$ cat src/rtl/contador_modulo.sv
// Parametrised modulo-N up/down counter with clock-enable prescaler, synchronous load and
// terminal-count pulse. Define CONTADOR_SATURATE_EN to saturate at the bounds instead of wrapping.
module contador_modulo #(
  parameter int unsigned WIDTH  = 3,
  parameter int unsigned MODULO = 5,
  parameter int unsigned DIV    = 1
) (
  input  logic             clock,
  input  logic             reset_n,
  input  logic             enable,
  input  logic             up_down,
  input  logic             load,
  input  logic [WIDTH-1:0] load_value,
  output logic [WIDTH-1:0] S,
  output logic             tc
);

  localparam logic [WIDTH-1:0] TOP = WIDTH'(MODULO - 1);

  typedef enum logic {
    ARMING  = 1'b0,
    RUNNING = 1'b1
  } run_state_t;

  run_state_t run_state;
  logic       running;
  logic       step;
  logic [WIDTH-1:0] s_next;
  logic             tc_next;

  // Reset release is taken up by one edge so the first count step lands on the second edge.
  always_ff @(posedge clock or negedge reset_n) begin
    if (!reset_n) begin
      run_state <= ARMING;
    end else begin
      run_state <= RUNNING;
    end
  end

  assign running = (run_state == RUNNING);

  generate
    if (DIV > 1) begin : g_prescaler
      localparam int unsigned PW = $clog2(DIV);
      localparam logic [PW-1:0] PLAST = PW'(DIV - 1);

      logic [PW-1:0] presc;

      always_ff @(posedge clock or negedge reset_n) begin
        if (!reset_n) begin
          presc <= '0;
        end else if (running) begin
          if (load) begin
            presc <= '0;
          end else if (enable) begin
            presc <= (presc == PLAST) ? '0 : presc + PW'(1);
          end
        end
      end

      assign step = running && enable && !load && (presc == PLAST);
    end else begin : g_no_prescaler
      assign step = running && enable && !load;
    end
  endgenerate

  always_comb begin
    s_next  = S;
    tc_next = 1'b0;
    if (running) begin
      if (load) begin
        s_next = (load_value > TOP) ? TOP : load_value;
      end else if (step) begin
        if (up_down) begin
`ifdef CONTADOR_SATURATE_EN
          if (S != TOP) begin
            s_next  = S + WIDTH'(1);
            tc_next = (s_next == TOP);
          end
`else
          if (S == TOP) begin
            s_next  = '0;
            tc_next = 1'b1;
          end else begin
            s_next = S + WIDTH'(1);
          end
`endif
        end else begin
`ifdef CONTADOR_SATURATE_EN
          if (S != '0) begin
            s_next  = S - WIDTH'(1);
            tc_next = (s_next == '0);
          end
`else
          if (S == '0) begin
            s_next  = TOP;
            tc_next = 1'b1;
          end else begin
            s_next = S - WIDTH'(1);
          end
`endif
        end
      end
    end
  end

  always_ff @(posedge clock or negedge reset_n) begin
    if (!reset_n) begin
      S  <= '0;
      tc <= 1'b0;
    end else begin
      S  <= s_next;
      tc <= tc_next;
    end
  end

endmodule
$ cat config.mk
export PLATFORM = sky130hd
export DESIGN_NAME = contador_modulo
export DESIGN_NICKNAME = d
export VERILOG_FILES = /design/src/rtl/contador_modulo.sv
export SDC_FILE = /design/constraint.sdc
export NUM_CORES = 1
export LEC_CHECK = 0
export ABC_AREA = 1
export CAP_MARGIN = 20
export CORE_AREA = 5 5 42 44
export CTS_BUF_LIST = sky130_fd_sc_hd__clkbuf_4
export DETAILED_ROUTE_END_ITERATION = 8
export DIE_AREA = 0 0 47 49
export PLACE_DENSITY = 0.62
export SLEW_MARGIN = 20
export SYNTH_ARGS = -nofsm -noshare
export SYNTH_HDL_FRONTEND = slang
export SYNTH_SLANG_ARGS = --single-unit
$ cat constraint.sdc
create_clock -name clock -period 2.2 [get_ports clock]
set_input_delay 0.33 -clock clock [delete_from_list [all_inputs] [get_ports clock]]
set_output_delay 0.33 -clock clock [all_outputs]
set_load 0.02 [all_outputs]
==> impl.org <==
** Status
- The run finished with clean final reports.

** Clock network
- CTS H-tree lvls :: 1
- Clock-pin slew was measured on the worst setup and hold paths at 0.04 ns.
- Number of gates resized after cts :: 0
- The number of setup buffers added after CTS is 0.
- For this design, the CTS-stage hold fixing added 0 buffers.
- No sink is reached through more buffers than the 2 on the longest clock path.
- Later-pin clock latency in the skew report :: ~0.24 ns
- CTS sink cnt :: 5
- Root buffer cell :: sky130_fd_sc_hd__clkbuf_4
- TritonCTS created 3 clock buffers.
- CTS tree :: yes

** Logic synthesis
- Number of cells produced by synthesis :: 54
- Register bit total from synthesis :: 5
- By area, the combinational part of the netlist is dominated by simple AND/OR/NAND/NOR gates.
- Cell type with the highest aggregate area in the netlist :: sky130_fd_sc_hd__dfrtp_1
- Compound-Gate Fraction of Synth Area :: 10.7%
- Adder-Cell Fraction of Synth Area :: 10.4%
- Averaged over all synthesized cells, the footprint is 6.70 sq um.
- Warning count from the yosys run :: 0
- Syn nets :: 65
- Combined area of all synthesized cells :: 362 sq um
- Synth unique cells :: 12
- Basic-gate share of the synthesized area counting and, or, nand and nor cells :: 31.8%
- Post-synth top area share :: about a third
- Post-synthesis sequential area ratio :: approximately 35%
- Biggest area contributors in the synthesized netlist :: sky130_fd_sc_hd__dfrtp_1 (35%), sky130_fd_sc_hd__nand2_1 (17%), sky130_fd_sc_hd__ha_1 (10%)
- After Yosys synthesis, XOR and XNOR cells account for 0% of the synthesized area.
- Of the post-synthesis cell area, the part taken by muxes is 0%.

** STA
- Setup repair after global routing left no endpoint under its margin.
- Final critical-path required period :: 1.64 ns
- Final hold vios :: 0
- Setup violations remaining at the end of the flow were counted as 0.
- After routing, the total negative slack on setup checks comes to 0 ns.
- The number of max-slew violations in the final report came to 0.
- On the final layout, the worst clock skew is between 0.0015 and 0.002 ns.
- Period Utilization, post-route :: between 70% and 80%
- Highest achievable clock rate :: 611 MHz
- Setup slack closes at approximately 0.56 ns.

** Critical path
- CP endpoint kind :: output pin
- Required arrival time at the worst endpoint :: about 1.9 ns
- Logic depth of the worst register-to-register path :: 9
- The largest single stage delay on the critical path is 0.64 ns.
- The slowest stage of the critical path is the sky130_fd_sc_hd__clkdlybuf4s50_1 cell.
- In this run the worst path has a maximum fanout of 6.
- Critical path buffers and inverters :: 1
- Tracing the worst setup path back leads to its startpoint at S[2].
- In this run the critical register-to-register path is captured at S[2].
- The setup path with the least slack is of type flip-flop to output pin.
- Data arrives at the worst endpoint at around 1.3 ns.
- Cell family contributing the most delay on the critical path :: buffers and inverters
- Cell-by-cell listing of the critical path :: clkdlybuf4s50_1
- Reg2reg start :: S[0]
- Minimum setup slack among reg-to-reg paths :: ~0.92 ns
- Critical path startpoint category :: flip-flop

** Floorplanning
- The floorplan step defined a die boundary enclosing 0.00230 sq mm.
- The die is 49 um tall.
- Row generation in the floorplan step produced 14 rows.
- Core region area :: 0.00140 sq mm
- The initial utilization of the core area, before any placement, comes to 25.8%.
- Ports :: 12
- Horiz. Die Dim :: 47 um

** Power and ir drop
- Power per cell area :: 689 mW/mm^2
- Logic pwr share :: a little over a third
- Fraction of power consumed by sequential logic :: 32.2%
- Net switching is approximately a third of the power.
- Of the total power, the clock network draws approximately a third.
- After layout, the design draws a total of 0.359 mW.
- The analysis attributes to cell leakage a power of 0.278 nW.
- Worst IR Drop VDD :: between 300 and 400 uV
- Internal power of the cells :: 0.241 mW
- Switching power total :: ~0.12 mW

** Min path
- The path class of the tightest hold or removal check is input pin to asynchronous set/reset pin.

** Drt
- The first detailed-routing pass ran for 4 iterations.
- Initial drt markers :: 6
- Number of vias per cell after detailed routing :: 4.44
- Total wirelength of the detailed-routed design :: 782 um
- In the final routed layout, each cell accounts on average for 9.20 um.
- DRC violation count after routing :: 0
- Remaining antenna violation count :: 0
- Vias after detailed routing :: 377

** GRT
- Wire length of the first global-routing pass :: 1.22 mm
- All-layer global routing usage :: 7.27%
- Remaining global-route overflow :: 0
- Entering global routing, the biggest net connects 7 pins.
- The via count of the first global-routing pass came to 341.
- Initial antenna violation count :: 0

** Finish
- After filler insertion, the fill cell instance count of the layout stands at 163.
- Leaving out fill and tap cells, the most frequent cell in the layout is sky130_fd_sc_hd__nand2_1.
- Area growth, synth to finish :: 44.3%
- In the final design database the tool counted just over 80 nets.
- Layout cells sized above 1 :: 14.5%
- The number of antenna diodes in the final layout is 0.
- The top cell types in the final layout, fill and taps aside, are sky130_fd_sc_hd__nand2_1 (16), sky130_fd_sc_hd__clkdlybuf4s50_1 (11), sky130_fd_sc_hd__inv_1 (9), sky130_fd_sc_hd__a21oi_1 (6), sky130_fd_sc_hd__dfrtp_1 (5).
- After routing the design area is 522 sq um.

** Place
- At the placement stage, the worst setup path has a slack of 0.698 ns.
- Port bufs :: 11
- DP Area :: 492 sq um
- After legalization and detailed placement, the total HPWL measured 671 um.
- Routability-driven placement finished with a final weighted congestion of roughly 0.81.

** Flow run
- Max capacitance violation total :: 0
synth_stat cells:
| library cell | count |
|---|---|
| sky130_fd_sc_hd__nand2_1 | 16 |
| sky130_fd_sc_hd__inv_1 | 9 |
| sky130_fd_sc_hd__a21oi_1 | 6 |
| sky130_fd_sc_hd__dfrtp_1 | 5 |
| sky130_fd_sc_hd__nor2_1 | 4 |
| sky130_fd_sc_hd__ha_1 | 3 |
| sky130_fd_sc_hd__nand2_2 | 3 |
| sky130_fd_sc_hd__nand3_1 | 3 |
| sky130_fd_sc_hd__inv_2 | 2 |
| sky130_fd_sc_hd__conb_1 | 1 |
| sky130_fd_sc_hd__nor4_1 | 1 |
| sky130_fd_sc_hd__o21ai_2 | 1 |
power groups by stage:
stage	clock network, mW	logic (mW)	registers (mW)
4_1_cts	0.123	0.129	0.116
2_1_floorplan	0	0.0677	0.128
3_3_place_gp	0	0.127	0.117
3_5_place_dp	0	0.129	0.118
5_1_grt	0.128	0.144	0.119
6_report	0.116	0.128	0.116
cells by family (layout without fill, tap and decap cells):
kind of cell,count (synthesis),count (layout)
AOI/OAI and AO/OA,7,7
adders and majority gates,3,3
buffers and inverters,11,26
DFF,5,5
other,1,1
and+or+nand+nor,27,27
state kept, by name (all words and copies together) (netlist names):
name and flops:
tc 1, run_state 1, S 3
routing by layer:
metal  share of wire, %  up-vias  wire (um)  track usage (%)
li1                   -      196          -                -
met4                  0        0          0             5.53
met2                 49        7        387             11.8
met3                6.9        0         54             1.85
met5                  0        -          0                0
met1                 43      174        340             7.52
worst max-delay path by stage:
stage	end	slack, ns	cells after the start
2_1_floorplan	S[2]	0.90	8
3_3_place_gp	S[2]	0.75	8
3_5_place_dp	S[2]	0.70	8
4_1_cts	S[2]	0.54	1
5_1_grt	S[2]	0.50	1
6_report	S[2]	0.56	1
through the flow:
step           hold WS, ns  std cells  util (%)
3_3_place_gp         0.518         81      35.1
3_5_place_dp         0.513         81      35.1
5_1_grt              0.318         85      37.2
6_report             0.317         85      37.2
4_1_cts              0.310         85      37.2
2_1_floorplan       0.0344         54         -
final cells by class:
| cell class | count | area [sq um] | share of cell area [%] |
|---|---|---|---|
| inverters | 11 | 41.3 | 7.91 |
| well taps | 16 | 20.0 | 3.84 |
| clock buffers | 4 | 30.0 | 5.76 |
| multi-input cells | 38 | 195 | 37.4 |
| repair buffers | 11 | 110 | 21.1 |
| flip-flops and latches | 5 | 125 | 24.0 |
Note: power is estimated with default switching activity, not from simulation.
